File: src/rtl/rr_switch_allocator_4port.sv
// Registered round-robin switch allocator for the 4-port (X1, X2, Y, LOCAL)
// mesh router. Each output runs an independent IDLE/GRANT FSM, holds a grant
// for up to MAX_HOLD flits and then releases it for one bubble cycle.
// Port code for dst and sw: 0 none, 1 X1, 2 X2, 3 Y, 4 LOCAL (5-7 = none).
// Optional build macro SA_FIXED_PRIO_EN: replaces the round-robin pointers with
// fixed priority X1 > X2 > Y > LOCAL (MAX_HOLD still forces release).
module rr_switch_allocator_4port #(
  parameter int unsigned MAX_HOLD = 8,
  parameter int unsigned CNT_W    = 8
) (
  input  logic       clk,
  input  logic       rst_n,
  input  logic [2:0] port_x1_dst,
  input  logic [2:0] port_x2_dst,
  input  logic [2:0] port_y_dst,
  input  logic [2:0] port_local_dst,
  input  logic       out_x1_busy,
  input  logic       out_x2_busy,
  input  logic       out_y_busy,
  input  logic       out_local_busy,
  output logic       port_x1_en,
  output logic       port_x2_en,
  output logic       port_y_en,
  output logic       port_local_en,
  output logic [2:0] out_x1_sw,
  output logic [2:0] out_x2_sw,
  output logic [2:0] out_y_sw,
  output logic [2:0] out_local_sw,
  output logic       out_x1_valid,
  output logic       out_x2_valid,
  output logic       out_y_valid,
  output logic       out_local_valid
);

  localparam logic ST_IDLE  = 1'b0;
  localparam logic ST_GRANT = 1'b1;

  // Index 0..3 = X1, X2, Y, LOCAL for both inputs and outputs.
  logic [2:0]       dst     [4];
  logic [3:0]       busy;
  logic [3:0]       req     [4];   // req[o][i]: input i targets output o
  logic [1:0]       win_idx [4];
  logic [3:0]       win_req;
  logic [3:0]       valid;
  logic [3:0]       en;

  logic             state_q [4];
  logic             state_d [4];
  logic [2:0]       sw_q    [4];
  logic [2:0]       sw_d    [4];
  logic [CNT_W-1:0] hold_q  [4];
  logic [CNT_W-1:0] hold_d  [4];
`ifndef SA_FIXED_PRIO_EN
  logic [1:0]       ptr_q   [4];
  logic [1:0]       ptr_d   [4];
`endif

  assign dst[0] = port_x1_dst;
  assign dst[1] = port_x2_dst;
  assign dst[2] = port_y_dst;
  assign dst[3] = port_local_dst;
  assign busy   = {out_local_busy, out_y_busy, out_x2_busy, out_x1_busy};

`ifdef SA_FIXED_PRIO_EN
  function automatic logic [1:0] arb_pick(input logic [3:0] r);
    logic [1:0] pick;
    logic       found;
    pick  = '0;
    found = 1'b0;
    for (int unsigned i = 0; i < 4; i++) begin
      if (!found && r[i]) begin
        pick  = 2'(i);
        found = 1'b1;
      end
    end
    return pick;
  endfunction
`else
  // First requester after the last winner; k=4 wraps back to ptr itself.
  function automatic logic [1:0] arb_pick(input logic [3:0] r, input logic [1:0] ptr);
    logic [1:0] pick;
    logic [1:0] idx;
    logic       found;
    pick  = '0;
    idx   = '0;
    found = 1'b0;
    for (int unsigned k = 1; k <= 4; k++) begin
      idx = ptr + 2'(k);
      if (!found && r[idx]) begin
        pick  = idx;
        found = 1'b1;
      end
    end
    return pick;
  endfunction
`endif

  // Request matrix and per-output view of the current winner.
  always_comb begin
    logic [2:0] sw_m1;
    sw_m1 = '0;
    for (int unsigned o = 0; o < 4; o++) begin
      for (int unsigned i = 0; i < 4; i++) begin
        req[o][i] = (dst[i] == 3'(o + 1));
      end
      sw_m1      = sw_q[o] - 3'd1;
      win_idx[o] = sw_m1[1:0];
      win_req[o] = (state_q[o] == ST_GRANT) && req[o][win_idx[o]];
      valid[o]   = (state_q[o] == ST_GRANT) && !busy[o] && win_req[o];
    end
  end

  // Input pop enables: an input advances when any valid output selects it.
  always_comb begin
    for (int unsigned i = 0; i < 4; i++) begin
      en[i] = 1'b0;
      for (int unsigned o = 0; o < 4; o++) begin
        if (valid[o] && (sw_q[o] == 3'(i + 1))) en[i] = 1'b1;
      end
    end
  end

  // Per-output FSM next state: arbitrate in IDLE, hold/freeze/release in GRANT.
  always_comb begin
    logic [1:0] pick;
    pick = '0;
    for (int unsigned o = 0; o < 4; o++) begin
      state_d[o] = state_q[o];
      sw_d[o]    = sw_q[o];
      hold_d[o]  = hold_q[o];
`ifndef SA_FIXED_PRIO_EN
      ptr_d[o]   = ptr_q[o];
`endif
      case (state_q[o])
        ST_IDLE: begin
          if (!busy[o] && (|req[o])) begin
`ifdef SA_FIXED_PRIO_EN
            pick = arb_pick(req[o]);
`else
            pick = arb_pick(req[o], ptr_q[o]);
`endif
            state_d[o] = ST_GRANT;
            sw_d[o]    = {1'b0, pick} + 3'd1;
            hold_d[o]  = CNT_W'(1);
          end
        end
        default: begin
          if (!busy[o]) begin
            if (!win_req[o] || (hold_q[o] == CNT_W'(MAX_HOLD))) begin
              state_d[o] = ST_IDLE;
              sw_d[o]    = '0;
              hold_d[o]  = '0;
`ifndef SA_FIXED_PRIO_EN
              ptr_d[o]   = win_idx[o];
`endif
            end else begin
              hold_d[o] = hold_q[o] + CNT_W'(1);
            end
          end
        end
      endcase
    end
  end

  // FSM, select and hold registers; pointers reset to LOCAL so X1 goes first.
  always_ff @(posedge clk or negedge rst_n) begin
    if (!rst_n) begin
      for (int unsigned o = 0; o < 4; o++) begin
        state_q[o] <= ST_IDLE;
        sw_q[o]    <= '0;
        hold_q[o]  <= '0;
`ifndef SA_FIXED_PRIO_EN
        ptr_q[o]   <= 2'd3;
`endif
      end
    end else begin
      for (int unsigned o = 0; o < 4; o++) begin
        state_q[o] <= state_d[o];
        sw_q[o]    <= sw_d[o];
        hold_q[o]  <= hold_d[o];
`ifndef SA_FIXED_PRIO_EN
        ptr_q[o]   <= ptr_d[o];
`endif
      end
    end
  end

  assign out_x1_sw       = sw_q[0];
  assign out_x2_sw       = sw_q[1];
  assign out_y_sw        = sw_q[2];
  assign out_local_sw    = sw_q[3];
  assign out_x1_valid    = valid[0];
  assign out_x2_valid    = valid[1];
  assign out_y_valid     = valid[2];
  assign out_local_valid = valid[3];
  assign port_x1_en      = en[0];
  assign port_x2_en      = en[1];
  assign port_y_en       = en[2];
  assign port_local_en   = en[3];

endmodule

File: config.mk
export PLATFORM = sky130hd
export DESIGN_NAME = rr_switch_allocator_4port
export DESIGN_NICKNAME = d
export VERILOG_FILES = /design/src/rtl/rr_switch_allocator_4port.sv
export SDC_FILE = /design/constraint.sdc
export NUM_CORES = 1
export LEC_CHECK = 0
export ABC_CLOCK_PERIOD_IN_PS = 2700
export BUFFER_PORTS_ARGS = -buffer_cell sky130_fd_sc_hd__buf_2
export CAP_MARGIN = 20
export CORE_MARGIN = 5
export CORE_UTILIZATION = 60
export DETAILED_ROUTE_END_ITERATION = 7
export GPL_TIMING_DRIVEN = 0
export HOLD_SLACK_MARGIN = 0.12
export PLACE_DENSITY = 0.93
export SLEW_MARGIN = 30
export SYNTH_ARGS = -nofsm -noshare
export SYNTH_HDL_FRONTEND = slang
export SYNTH_SLANG_ARGS = --single-unit
File: constraint.sdc
create_clock -name clk -period 2.7 [get_ports clk]
set_clock_uncertainty 0.1 [all_clocks]
set_input_delay 0.135 -clock clk [delete_from_list [all_inputs] [get_ports clk]]
set_output_delay 0.135 -clock clk [all_outputs]
set_load 0.01 [all_outputs]
# Word level (Yosys, flattened, before mapping)
# Cells that the tools add are included.
# W data, S select, Z words.
# op_classes
n_mul,0
div,0
bitwise_logic,4
eq_ne,44
mux,164
n_shift,0
order_cmp,20
reduce_logical,88
n_addsub,24
# op_table
cell,count
$mux W8,16
$mux W1,88
$lt A2 B3 Y1 const B,20
$eq A3 B2 Y1 const B,16
$mux W2,24
$mux W3,16
$logic_and A1 B1 Y1,44
$bmux W1 S2,20
$add A8 B1 Y8 const B,4
$eq A8 B4 Y1 const B,4
$eq A3 B1 Y1 const B,8
$eq A3 B3 Y1 const B,8
$reduce_and A3 Y1,8
$logic_not A1 Y1,20
$add A2 B2 Y2 const B,8
$reduce_or A4 Y1,4
$add A2 B1 Y3 const B,4
$add A2 B1 Y2 const B,4
$ne A2 B1 Y1 const B,4
$ne A2 B2 Y1 const B,4
$reduce_and A2 Y1,4
$reduce_bool A2 Y1,4
$sub A2 B1 Y2 const B,4
$logic_or A1 B1 Y1,4
$not A1 Y1,4
# word_totals
ramBits,0
word_cells,360
mem_count,0
latchBits,0
romBits,0
inputBits,18
reg_bits,56
out_inout_bits,20

# Longest topological paths before layout
# logic_depth
word_depth,24
depth_mapped,8
mapped_depth_nobuf,7

# Worst setup path after synthesis
# No wires, ideal clock.
# synth_timing
kind,register -> register
from,reg sw_q (netlist bit out_x1_sw[0])
to,reg hold_q[25] in the netlist's numbering
setup_slack_ns,0.329
period_less_slack_ns,2.371
path_stages_with_launch,9
t_arrival_ns,2.198
required_ns,2.528
n_path_buf,1
cell_sequence,dfrtp_1 inv_1 ha_1 nor4b_1 a211oi_1 a311o_1 clkbuf_1 nand2b_1 nor2_1
# synth_lines
item,line,text
from (decl),49,logic [2:0] sw_q [4];
"from (signal, indexed assignment)",179,sw_q[o] <= sw_d[o];
"to (signal, indexed assignment)",180,hold_q[o] <= hold_d[o];
to (decl),51,logic [CNT_W-1:0] hold_q [4];

# Worst setup path in the final report
# layout_timing
from,reg sw_q (netlist bit out_local_sw[1])
to,out port_x1_en
# layout_between
elab_chain_cells,7
word_cells_on_any_way,8
classes_between,add/sub: 1; eq/ne: 1; mux: 3; reduce/logical: 3
# layout_lines
item,line,text
$sub A2 B1 Y2,106,sw_m1 = sw_q[o] - 3'd1;
$bmux W1 S2,108,win_req[o] = (state_q[o] == ST_GRANT) && req[o][win_idx[o]];
$mux W1 (not written as such),108,
$logic_and A1 B1 Y1,108,
$logic_and A1 B1 Y1,109,valid[o] = (state_q[o] == ST_GRANT) && !busy[o] && win_req[o];
$logic_and A1 B1 Y1 *,118,if (valid[o] && (sw_q[o] == 3'(i + 1))) en[i] = 1'b1;
$mux W1 *,118,
to (decl),21,"output logic port_x1_en,"
# Every way passes the cells marked *; elsewhere a longest branch is shown, timed or not. The select of a mux whose other input is x is not followed.

==> reports/summary.txt <==
Main synth FF type: dfrtp_1
Cts bufs inserted: 5
Core Area: 6310 um2
Final setup violation count: 0
Worst EP required: 2.47 ns
Yosys reg bits: 56
Die W: 90.4 um
Sequential area share after synthesis: 36.4%
Worst Tran Pin Value: 0.722 ns
DR iter-0 viols: 216
Post-synthesis instance total: 427
Initial antenna violation count: 0
Slew HR: 51.9%
Internal Power: 1.89 mW
CTS tree: yes
FFs w/ async S/R, synth: 100%
H-tree Lvls: 2
Area leader, netlist: dfrtp_1
Crit-path max FO: 4
# diodes: 0
Largest net degree at the start of global routing: 57
Synth top area share: 31.0%
Global route overflow: 0
Fmax: 0.382 GHz
Crit end category: output port
Synth top area cells: dfrtp_1, ha_1, dfstp_2
Crit path buf inv count: 2
Sink Count: 56
Dpl cells: 541
EDFF count, synth: 0
Status: finished clean
Port Buffers: 37
Pwr dens: 729 nW/um2
Crit path launch type: flop
Die height: 90.4 um
Min Tclk post-route: 2.62 ns
Worst-Skew Late Latency: 0.31 ns
Period utilization: 96.9%
Netlist cell types: 66
Clock power frac: 15.7%
Net Sw Frac: 41.0%
Row count: 29
Bufs on Longest Clock Path: 2
Leak: 1.95 nW
DP HPWL: 6.54 mm
Number of max-cap violations: 0
Global-route wire length before repair: 15.6 mm
Synth warn: 0
I/O pin total: 38
Post-route DRC violation count: 0
Layout area overhead: 13.2%
Peak supply drop: 0.455 mV
Vias per cell: 6.25
Slowest cell on crit path: dfrtp_1
Final WL: 9.30 mm
Final Slew Violations: 0
Vias in the first global route: 3354
Top Family by Delay on Critical Path: flip-flops
Reg clk slew, reported paths: 0.10 ns
Layout cells sized above 1: 19.0%
Setup_tns: 0 ns
Per-cell routed wire length: 16.7 um
PnR worst setup slack: 0.0841 ns
RSZ-0062 raised after global routing: false
Gate power share: 42.2%
Post-Syn Nets: 473
Drt first pass iters: 5
Layout net count: 526
Via total after detailed routing: 3480
Crit path kind: reg -> out
Flop pwr share: 42.1%
GR Util All Layers: 22.6%
Hold WC Path Type: in -> reg
Fin cells: 557
Hold WS: 0.264 ns
Final Hold Fails: 0
CP cell instances: inv_1 -> ha_1 -> mux4_2 -> and2_1 -> nor2b_1 -> a221o_1 -> buf_2
Pre-CTS WS: 0.0361 ns
Initial core utilization: 61.4%
Max stage delay on crit path: 0.39 ns
Data arrival time of the worst path: 2.38 ns
Mapped Area: 3880 um2
Antenna-violating nets left: 0
Switching pwr: 1.31 mW
Root Buffer: clkbuf_8
Syn avg cell area: 9.08 um2
Routability Congestion: 0.922
Die footprint: 8170 um2
timing repair:
action,CTS,global route
hold buffers,4,0
hold endpoints to repair,54,0
pin swaps,0,1
setup endpoints to repair,4,9
buffers inserted,1,4
gates resized for setup,4,8
power groups by stage:
stage	sequential [mW]	clock (mW)	combinational [mW]
after floorplan	1.32	0	0.858
after global placement	1.34	0	1.15
after detailed placement	1.35	0	1.21
after CTS	1.34	0.509	1.25
after global routing	1.39	0.545	1.49
final	1.35	0.504	1.35
sequential cells by signal, summed over array words and instances, names as in the netlist:
register and count:
hold_q 32, ptr_q 8, state_q 4, out_local_sw 3, out_x1_sw 3, out_x2_sw 3
out_y_sw 3
layout by cell type (no fill, tap or decap), types with 3 or more instances in the layout:
cell	instances
xor2_1	14
buf_2	36
buf_4	6
or3b_2	3
inv_1	27
nand3b_1	7
o21bai_1	3
dfrtp_1	46
a21oi_1	17
or3b_1	3
ha_1	27
clkbuf_1	8
nor2b_1	7
a211oi_1	3
o31ai_1	6
mux2i_1	3
nor3_1	18
o21ai_1	9
and2_1	3
o22ai_1	8
dlygate4sd3_1	4
xnor2_1	4
clkbuf_8	7
or3_1	3
a22o_1	4
o21ai_0	16
dfstp_2	8
nand4_1	5
nor2_1	41
nor3b_1	8
nand2_1	37
nand3_1	24
o221ai_1	3
mux4_2	3
and3_1	3
path summary, 6_finish.rpt:
| path | end | slack [ns] | start | cells past startpoint |
|---|---|---|---|---|
| setup / recovery | port_x1_en | 0.08 | out_local_sw[1]$_DFFE_PN0P_ | 7 |
| hold / removal | state_q[3]$_DFF_PN0_ | 0.26 | out_x1_busy | 4 |
| setup reg to reg | hold_q[31]$_DFFE_PN0P_ | 0.20 | out_x1_sw[0]$_DFFE_PN0P_ | 8 |
| hold reg to reg | ptr_q[6]$_DFFE_PN1P_ | 0.43 | ptr_q[6]$_DFFE_PN1P_ | 2 |
| max in group asynchronous | out_y_sw[0]$_DFFE_PN0P_ | 1.67 | rst_n | 2 |
| min in group asynchronous | hold_q[21]$_DFFE_PN0P_ | 0.30 | rst_n | 2 |
Yosys cell counts (2+ instances only):
cell type / n
nand4_1: 5
dfstp_2: 8
o31ai_1: 6
or3b_1: 3
mux2i_1: 4
o21ai_1: 9
or3b_2: 3
a211oi_1: 3
nand3b_1: 7
o22ai_1: 9
xnor2_1: 4
and3_1: 3
nor3b_2: 2
mux2_2: 2
o21ai_0: 16
nor3_1: 19
o21bai_1: 3
clkbuf_1: 8
dfrtp_1: 48
nor4bb_1: 2
nand2_1: 37
nor4b_1: 3
o221ai_1: 3
xor2_1: 14
o32ai_1: 2
a211o_1: 2
o311ai_2: 2
or3_1: 3
or4_1: 2
nor2_1: 41
inv_1: 28
ha_1: 28
mux4_2: 3
and2_1: 3
nand3_1: 24
o31ai_2: 2
nor3b_1: 8
a311o_1: 2
a21oi_1: 18
nor2b_1: 7
a22o_1: 4
a221o_1: 2
nand2b_1: 2
tightest hold or removal path: cells and delay by family:
family,cells,cell delay (ns)
buffers and inverters,2,0.31
and+or+nand+nor,1,0.11
AOI/OAI and AO/OA,1,0.08
final cells by class:
type,instances,area (um2)
tap,77,96.3
buffer,8,30.0
clock buffer,7,96.3
multi-input combinational,335,2380
timing repair buffer,46,265
fill,473,1920
inverter,28,105
sequential,56,1410
kinds of logic after synthesis:
logic type | share of synthesized area (%)
XOR/XNOR | 4.07
AND/OR/NAND/NOR | 26.8
buffers and inverters | 3.49
adder cells (fa/ha/maj) | 9.04
AO/OA/AOI/OAI | 16.1
flip-flops | 36.4
multiplexers | 4.03
metrics by stage:
| step | power [mW] | instance area [um2] | util, % |
|---|---|---|---|
| 6_report | 3.20 | 4390 | 69.5 |
| 5_1_grt | 3.42 | 4390 | 69.5 |
| 3_3_place_gp | 2.48 | 4160 | 65.9 |
| 2_1_floorplan | 2.18 | 3880 | - |
| 4_1_cts | 3.10 | 4320 | 68.5 |
| 3_5_place_dp | 2.57 | 4160 | 65.9 |
metal layers:
metal | global-route usage [%] | wire (um) | up-vias
met4 | 6.20 | 167 | 0
li1 | - | - | 1657
met1 | 30.7 | 4150 | 1676
met5 | 0 | 0 | -
met2 | 37.3 | 4410 | 131
met3 | 3.92 | 573 | 16
Note: power is estimated with default switching activity, not from simulation.
